[config.mk]
export PLATFORM = sky130hd
export DESIGN_NAME = rv32i_multicycle_core_p
export DESIGN_NICKNAME = d
export VERILOG_FILES = /design/src/rtl/rv32i_multicycle_core_p.sv
export SDC_FILE = /design/constraint.sdc
export NUM_CORES = 2
export LEC_CHECK = 0
export CAP_MARGIN = 15
export CORE_MARGIN = 10
export CORE_UTILIZATION = 45
export CTS_CLUSTER_DIAMETER = 50
export DETAILED_ROUTE_END_ITERATION = 16
export PLACE_DENSITY = 0.63
export SKIP_LAST_GASP = 1
export SYNTH_ARGS = -nofsm -noshare
export SYNTH_HDL_FRONTEND = slang
export SYNTH_SLANG_ARGS = --single-unit
[constraint.sdc]
create_clock -name clk -period 12.7 [get_ports clk]
set_input_delay 2.54 -clock clk [delete_from_list [all_inputs] [get_ports clk]]
set_output_delay 2.54 -clock clk [all_outputs]
set_load 0.01 [all_outputs]
[src/rtl/rv32i_multicycle_core_p.sv]
// Purpose : multicycle RV32I core (ALU, LW/SW, branches, JAL/JALR, LUI/AUIPC) on one shared word-wide memory port.
// Latency : R/I/LUI/AUIPC 4 cycles, LW 5, SW 4, branch 3, JAL/JALR 3; 31-cycle register-clear sweep after reset if enabled.
// Backpressure: ena=0 freezes every register and suppresses memory and register-file writes; outputs track held state.
//
// Ports:
//   clk, rst        clock, synchronous active-high reset
//   ena             global advance enable
//   mem_addr        word-aligned byte address (PC in FETCH, ALUOut in MEM_RD/MEM_WR)
//   mem_rd_data     combinational read data for mem_addr
//   mem_wr_data     store data (B operand)
//   mem_wr_ena      memory write strobe, one cycle per SW
//   PC              address of the next instruction to fetch
//   halted          set once an illegal instruction has been decoded
//   instr_retired   pulse on the final cycle of every completed instruction

package rv32i_multicycle_core_p_pkg;
    typedef enum logic [3:0] {
        ALU_ADD, ALU_SUB, ALU_SLL, ALU_SLT, ALU_SLTU,
        ALU_XOR, ALU_SRL, ALU_SRA, ALU_OR,  ALU_AND
    } alu_op_t;
endpackage

// Purpose : 32x32 register file, x0 hardwired to zero.
// Latency : reads combinational, write lands on the clock edge.
// Backpressure: none; the caller gates wr_ena.
module register_file (
    input  logic        clk,
    input  logic        wr_ena,
    input  logic [4:0]  wr_addr,
    input  logic [31:0] wr_data,
    input  logic [4:0]  rd_addr1,
    input  logic [4:0]  rd_addr2,
    output logic [31:0] rd_data1,
    output logic [31:0] rd_data2
);
    logic [31:0] regs [0:31];

    always_ff @(posedge clk) begin
        if (wr_ena && (wr_addr != 5'd0)) begin
            regs[wr_addr] <= wr_data;
        end
    end

    assign rd_data1 = (rd_addr1 == 5'd0) ? 32'd0 : regs[rd_addr1];
    assign rd_data2 = (rd_addr2 == 5'd0) ? 32'd0 : regs[rd_addr2];
endmodule

// Purpose : RV32I integer ALU.
// Latency : combinational.
// Backpressure: none.
module alu_behavioural
    import rv32i_multicycle_core_p_pkg::*;
(
    input  alu_op_t     op,
    input  logic [31:0] a,
    input  logic [31:0] b,
    output logic [31:0] res
);
    always_comb begin
        res = 32'd0;
        case (op)
            ALU_ADD:  res = a + b;
            ALU_SUB:  res = a - b;
            ALU_SLL:  res = a << b[4:0];
            ALU_SLT:  res = {31'd0, $signed(a) < $signed(b)};
            ALU_SLTU: res = {31'd0, a < b};
            ALU_XOR:  res = a ^ b;
            ALU_SRL:  res = a >> b[4:0];
            ALU_SRA:  res = $unsigned($signed(a) >>> b[4:0]);
            ALU_OR:   res = a | b;
            ALU_AND:  res = a & b;
            default:  res = 32'd0;
        endcase
    end
endmodule

module rv32i_multicycle_core_p
    import rv32i_multicycle_core_p_pkg::*;
#(
    parameter logic [31:0] PC_START_ADDRESS = 32'h0,
    parameter bit          REG_RESET_ZERO   = 1'b1
) (
    input  logic        clk,
    input  logic        rst,
    input  logic        ena,
    output logic [31:0] mem_addr,
    input  logic [31:0] mem_rd_data,
    output logic [31:0] mem_wr_data,
    output logic        mem_wr_ena,
    output logic [31:0] PC,
    output logic        halted,
    output logic        instr_retired
);
    localparam logic [6:0] OP_RTYPE  = 7'b0110011;
    localparam logic [6:0] OP_ITYPE  = 7'b0010011;
    localparam logic [6:0] OP_LOAD   = 7'b0000011;
    localparam logic [6:0] OP_STORE  = 7'b0100011;
    localparam logic [6:0] OP_BRANCH = 7'b1100011;
    localparam logic [6:0] OP_JAL    = 7'b1101111;
    localparam logic [6:0] OP_JALR   = 7'b1100111;
    localparam logic [6:0] OP_LUI    = 7'b0110111;
    localparam logic [6:0] OP_AUIPC  = 7'b0010111;

    typedef enum logic [3:0] {
        S_INIT, S_FETCH, S_DECODE, S_EXEC, S_WB, S_ADDR,
        S_MEM_RD, S_LD_WB, S_MEM_WR, S_BR, S_JUMP, S_HALT
    } state_t;

    state_t      state_q;
    logic [31:0] pc_q, pc_old_q, ir_q, a_q, b_q, alu_out_q, mdr_q;
    logic [4:0]  init_cnt_q;

    // Instruction fields and immediates, all taken from the latched IR.
    logic [6:0]  opcode, funct7;
    logic [4:0]  rd, rs1, rs2;
    logic [2:0]  funct3;
    logic [31:0] imm_i, imm_s, imm_b, imm_j, imm_u;

    assign opcode = ir_q[6:0];
    assign rd     = ir_q[11:7];
    assign funct3 = ir_q[14:12];
    assign rs1    = ir_q[19:15];
    assign rs2    = ir_q[24:20];
    assign funct7 = ir_q[31:25];
    assign imm_i  = {{20{ir_q[31]}}, ir_q[31:20]};
    assign imm_s  = {{20{ir_q[31]}}, ir_q[31:25], ir_q[11:7]};
    assign imm_b  = {{19{ir_q[31]}}, ir_q[31], ir_q[7], ir_q[30:25], ir_q[11:8], 1'b0};
    assign imm_j  = {{11{ir_q[31]}}, ir_q[31], ir_q[19:12], ir_q[20], ir_q[30:21], 1'b0};
    assign imm_u  = {ir_q[31:12], 12'd0};

    // Register file
    logic        rf_wr_req, rf_wr_ena;
    logic [4:0]  rf_wr_addr;
    logic [31:0] rf_wr_data, rf_rd1, rf_rd2;

    always_comb begin
        rf_wr_req  = 1'b0;
        rf_wr_addr = rd;
        rf_wr_data = 32'd0;
        case (state_q)
            S_INIT:  begin rf_wr_req = 1'b1; rf_wr_addr = init_cnt_q; end
            S_WB:    begin rf_wr_req = 1'b1; rf_wr_data = alu_out_q; end
            S_LD_WB: begin rf_wr_req = 1'b1; rf_wr_data = mdr_q; end
            S_JUMP:  begin rf_wr_req = 1'b1; rf_wr_data = pc_old_q + 32'd4; end
            default: rf_wr_req = 1'b0;
        endcase
    end

    // A reset edge must not commit a write from the instruction it aborts.
    assign rf_wr_ena = rf_wr_req && ena && !rst;

    register_file u_rf (
        .clk      (clk),
        .wr_ena   (rf_wr_ena),
        .wr_addr  (rf_wr_addr),
        .wr_data  (rf_wr_data),
        .rd_addr1 (rs1),
        .rd_addr2 (rs2),
        .rd_data1 (rf_rd1),
        .rd_data2 (rf_rd2)
    );

    // EXEC operand/operation select and legality
    alu_op_t     alu_op, rtype_op;
    logic [31:0] alu_a, alu_b, alu_res;
    logic        exec_legal;

    always_comb begin
        case (funct3)
            3'b000:  rtype_op = funct7[5] ? ALU_SUB : ALU_ADD;
            3'b001:  rtype_op = ALU_SLL;
            3'b010:  rtype_op = ALU_SLT;
            3'b011:  rtype_op = ALU_SLTU;
            3'b100:  rtype_op = ALU_XOR;
            3'b101:  rtype_op = funct7[5] ? ALU_SRA : ALU_SRL;
            3'b110:  rtype_op = ALU_OR;
            default: rtype_op = ALU_AND;
        endcase
    end

    always_comb begin
        alu_op     = ALU_ADD;
        alu_a      = a_q;
        alu_b      = b_q;
        exec_legal = 1'b0;
        case (opcode)
            OP_RTYPE: begin
                alu_op     = rtype_op;
                exec_legal = (funct7 == 7'h00) ||
                             ((funct7 == 7'h20) && ((funct3 == 3'b000) || (funct3 == 3'b101)));
            end
            OP_ITYPE: begin
                // ADDI has no subtract form, so imm[10] must not leak into funct7[5].
                alu_op = (funct3 == 3'b000) ? ALU_ADD : rtype_op;
                alu_b  = imm_i;
                case (funct3)
                    3'b001:  exec_legal = (funct7 == 7'h00);
                    3'b101:  exec_legal = (funct7 == 7'h00) || (funct7 == 7'h20);
                    default: exec_legal = 1'b1;
                endcase
            end
            OP_LUI:   begin alu_a = 32'd0;    alu_b = imm_u; exec_legal = 1'b1; end
            OP_AUIPC: begin alu_a = pc_old_q; alu_b = imm_u; exec_legal = 1'b1; end
            default:  exec_legal = 1'b0;
        endcase
    end

    alu_behavioural u_alu (
        .op  (alu_op),
        .a   (alu_a),
        .b   (alu_b),
        .res (alu_res)
    );

    // Branch condition on latched operands
    logic br_taken;
    always_comb begin
        case (funct3)
            3'b000:  br_taken = (a_q == b_q);
            3'b001:  br_taken = (a_q != b_q);
            3'b100:  br_taken = ($signed(a_q) <  $signed(b_q));
            3'b101:  br_taken = ($signed(a_q) >= $signed(b_q));
            3'b110:  br_taken = (a_q <  b_q);
            default: br_taken = (a_q >= b_q);
        endcase
    end

    // JALR uses A latched in DECODE, so rd == rs1 cannot corrupt the target.
    logic [31:0] jump_tgt;
    assign jump_tgt = (opcode == OP_JALR) ? ((a_q + imm_i) & ~32'd1) : (pc_old_q + imm_j);

    always_ff @(posedge clk) begin
        if (rst) begin
            state_q    <= REG_RESET_ZERO ? S_INIT : S_FETCH;
            pc_q       <= PC_START_ADDRESS;
            pc_old_q   <= 32'd0;
            ir_q       <= 32'd0;
            a_q        <= 32'd0;
            b_q        <= 32'd0;
            alu_out_q  <= 32'd0;
            mdr_q      <= 32'd0;
            init_cnt_q <= 5'd1;
        end else if (ena) begin
            case (state_q)
                S_INIT: begin
                    if (init_cnt_q == 5'd31) state_q <= S_FETCH;
                    else                     init_cnt_q <= init_cnt_q + 5'd1;
                end
                S_FETCH: begin
                    ir_q     <= mem_rd_data;
                    pc_old_q <= pc_q;
                    pc_q     <= pc_q + 32'd4;
                    state_q  <= S_DECODE;
                end
                S_DECODE: begin
                    a_q       <= rf_rd1;
                    b_q       <= rf_rd2;
                    alu_out_q <= pc_old_q + imm_b;
                    case (opcode)
                        OP_RTYPE, OP_ITYPE, OP_LUI, OP_AUIPC: state_q <= S_EXEC;
                        OP_LOAD, OP_STORE:                    state_q <= S_ADDR;
                        OP_BRANCH:                            state_q <= S_BR;
                        OP_JAL, OP_JALR:                      state_q <= S_JUMP;
                        default:                              state_q <= S_HALT;
                    endcase
                end
                S_EXEC: begin
                    if (exec_legal) begin
                        alu_out_q <= alu_res;
                        state_q   <= S_WB;
                    end else begin
                        state_q <= S_HALT;
                    end
                end
                S_ADDR: begin
                    alu_out_q <= a_q + ((opcode == OP_STORE) ? imm_s : imm_i);
                    if (funct3 != 3'b010)        state_q <= S_HALT;
                    else if (opcode == OP_LOAD)  state_q <= S_MEM_RD;
                    else                         state_q <= S_MEM_WR;
                end
                S_MEM_RD: begin
                    mdr_q   <= mem_rd_data;
                    state_q <= S_LD_WB;
                end
                S_BR: begin
                    if ((funct3 == 3'b010) || (funct3 == 3'b011)) begin
                        state_q <= S_HALT;
                    end else begin
                        if (br_taken) pc_q <= alu_out_q;
                        state_q <= S_FETCH;
                    end
                end
                S_JUMP: begin
                    pc_q    <= jump_tgt;
                    state_q <= S_FETCH;
                end
                S_WB, S_LD_WB, S_MEM_WR: state_q <= S_FETCH;
                S_HALT:                  state_q <= S_HALT;
                default:                 state_q <= S_HALT;
            endcase
        end
    end

    // Outputs
    logic [31:0] addr_sel;
    assign addr_sel    = ((state_q == S_MEM_RD) || (state_q == S_MEM_WR)) ? alu_out_q : pc_q;
    assign mem_addr    = {addr_sel[31:2], 2'b00};
    assign mem_wr_data = b_q;
    assign mem_wr_ena  = (state_q == S_MEM_WR) && ena && !rst;
    assign PC          = pc_q;
    assign halted      = (state_q == S_HALT);
    assign instr_retired = ena && !rst &&
                           ((state_q == S_WB) || (state_q == S_LD_WB) || (state_q == S_MEM_WR) ||
                            (state_q == S_BR) || (state_q == S_JUMP));
endmodule

==> results.cfg <==
[outcome]
outcome = finished, final reports clean

[cts]
cts_setup_buffers = 0
cts_buffer_depth = 3
cts_tree = yes
cts-resized-gates = 0
htree_levels = 4
insertion_delay_ns = 0.82
clk_pin_slew_ns = 0.05
cts_buffers = 152
cts_sinks = 1267
cts_hold_buffers = 0
cts_root_buffer = clkbuf_16

[timing]
period_minus_slack_ns = 7.30
finalCritPeriodShare_pct = 57.5
tightest_slew_ns = 1.40
hold_violations = 0
setup_violations = 0
skew_ns = 0.0757
rsz0062_at_grt = false
slew_violations = 0
fmax_ghz = 0.137
max_slew_margin_pct = 6.18
setup_tns_ns = 0

[worst_setup_path]
r2r_slack_ns = 6.05
crit_start = ena
worst_setup_path_start_kind = input port
crit_fanout = 12
reg2reg_depth = 19
crit_required_ns = 10.16
cp.arrival_ns = 4.76
worstReg2RegStart = ir_q[4]$_SDFFE_PP0P_
endpoint_kind = output pin
worstSetupPathType = in -> out
reg2reg_to = alu_out_q[22]$_SDFFE_PP0P_

[logic_synthesis]
yosys.area_share.simple_pct = 8.44
synth_top_family_by_area = multiplexers
synthMuxAreaShare_pct = 22.7
synth_area_leaders = edfxtp_1 41%, mux4_2 19%, dfxtp_1 6.5%
synth_largest_area_cell = edfxtp_1
ys_types = 104
synth_area_per_cell_um2 = 12.5
synth_xor_area_share_pct = 2.10
netlist.area_leader.share_pct = 40.9
synth_compound_area_share_pct = 12.2
synth-seq-cells = 1267
synth_fa_ha_area_share_pct = 3.79
synth_cells = 6015
syn_area_mm2 = 0.0751
synthFlopType = edfxtp_1
synth_edf_count = 1024
yosysWarningCount = 0
seq_area_frac_synth_pct = 47.4
async_flop_share_pct = 0

[final_layout]
nets = 6337
final_area_mm2 = 0.0846
layout-drive-gt1-share_pct = 20.8
fin_util_pct = 51.2
fillCellCount = 14000
area_growth_pct = 12.7

[drt]
totalWireLength_um = 305000
drcViolationCount = 0
num_vias = 58100
via_per_inst = 6.93
firstDrtPassIters = 8
first_iter_violations = 8493
drtAntennaViolNets = 0
wire_per_inst_um = 36.3

[hold_path]
hold_start = mdr_q[10]$_SDFFE_PP0P_
worstHoldEndpoint = mdr_q[10]$_SDFFE_PP0P_
whs_path_depth = 2
hold_class = reg -> reg

[power]
p_leak_nw = 25.1
ir_worst_vdd_mv = 0.131
power.total_mw = 11.7
powerDensity_mw_per_mm2 = 138

[run]
cap_violations = 0

[global_routing]
grt_max_degree = 141
grt_pass1_wl_um = 427000
antenna_found_initial = 12
grt_util_all_layers_pct = 32.2
grt_pass1_vias = 55800
grt_overflow = 0

[floorplanning]
row_count = 149
initial_core_util_pct = 45.4
fp.dieH_um = 429
fp.dieArea_mm2 = 0.184
ios = 134
core_mm2 = 0.165
die_x_um = 429

[place]
io_buffers = 131
place_congestion = 1.08
dpl.hpwl_um = 208000
place_area_mm2 = 0.0796
[routing by layer]
layer / up-vias / GRT usage [%] / wire [um]
met1: 29500 / 40.9 / 111000
met3: 966 / 6.99 / 31000
met5: - / 0 / 61
met2: 3895 / 49.3 / 137000
met4: 10 / 21.9 / 26000
li1: 23800 / - / -
[worst max path at each step]
stage | to | slack, ns | depth (start not counted)
5_1_grt | mem_wr_ena | 5.38 | 4
3_3_place_gp | mem_wr_ena | 5.54 | 4
2_1_floorplan | mem_wr_ena | 6.89 | 3
4_1_cts | mem_wr_ena | 5.46 | 4
6_report | mem_wr_ena | 5.40 | 4
3_5_place_dp | mem_wr_ena | 5.48 | 4
[state kept, by name (all words and copies together) (netlist names), named ones only]
| register | cells |
|---|---|
| mdr_q | 32 |
| a_q | 32 |
| ir_q | 32 |
| state_q | 4 |
| PC | 32 |
| mem_wr_data | 32 |
| pc_old_q | 32 |
| u_rf.regs | 1024 |
| init_cnt_q | 5 |
| alu_out_q | 32 |
[where the power goes]
group	switching [mW]	internal, mW	total (mW)
sequential	0.300	4.57	4.87
combinational	1.58	0.894	2.47
clock	1.83	2.51	4.34
total	3.71	7.98	11.7
[layout by cell type, fill, tap and decap left out, types with 34 or more instances in the layout]
master	count
conb_1	34
nand3_1	93
a21oi_1	522
mux4_2	640
dfxtp_1	230
nand2b_1	41
mux2_2	41
inv_1	178
edfxtp_1	1024
a221oi_1	55
clkdlybuf4s50_1	130
and3_1	35
nor2b_1	49
o211ai_1	53
buf_4	192
a22oi_1	47
a31oi_1	38
a211oi_1	94
nor3_1	90
ha_1	218
mux2i_1	204
o21ai_0	196
a21o_1	69
o21bai_1	41
nand2_1	487
xor2_1	68
nor2_1	374
clkbuf_16	153
nand4_1	52
xnor2_1	112
[worst max-delay path, cell delays in order]
cell and delay [ns]:
clkdlybuf4s50_1 0.86, nand2_1 0.42, nor4_1 0.31, clkdlybuf4s50_1 0.62
[cell usage after synthesis (all sizes together) (14+ instances only)]
master / n
a21o: 69
o31ai: 29
nor2: 410
inv: 182
a221oi: 59
a22oi: 51
edfxtp: 1024
o21bai: 41
xnor2: 112
nor2b: 50
clkbuf: 302
mux2: 41
buf: 152
nand4: 53
o2111ai: 14
nand3: 95
or3: 17
and2: 20
nor4: 36
o22ai: 25
a21oi: 528
and3: 37
o21ai: 235
a31oi: 43
mux2i: 213
nand2: 491
dfxtp: 243
o21a: 16
o221ai: 26
xor2: 68
mux4: 640
a2111oi: 16
o211ai: 53
a211oi: 100
nor3: 96
ha: 218
a211o: 15
nand2b: 41
[area by class of cell]
cell class	instances	area [um^2]	area share, %
clock buffer	177	3960	4.68
tap	2189	2740	3.24
inverter	183	692	0.818
clock inverter	95	1060	1.25
sequential	1267	35700	42.1
timing repair buffer	330	2880	3.40
antenna	5	12.5	0.0148
multi-input combinational	4144	37600	44.5
[through the flow]
stage	hold slack [ns]	worst slack (ns)	std cells
4_1_cts	0.456	5.46	8384
5_1_grt	0.470	5.38	8385
6_report	0.458	5.40	8390
3_5_place_dp	0.447	5.48	8112
3_3_place_gp	0.444	5.54	8109
2_1_floorplan	0.436	6.89	6048
[cells by family (layout without fill, tap and decap cells)]
logic type      count (synthesis)  in the layout
compound gates               1422           1422
simple gates                 1390           1390
flops                        1267           1267
mux                           894            894
buf+inv                       637            785
fa+ha+maj                     224            224
xor+xnor                      180            180
other cells                     1             39
Power figures use the tool's default switching activity.
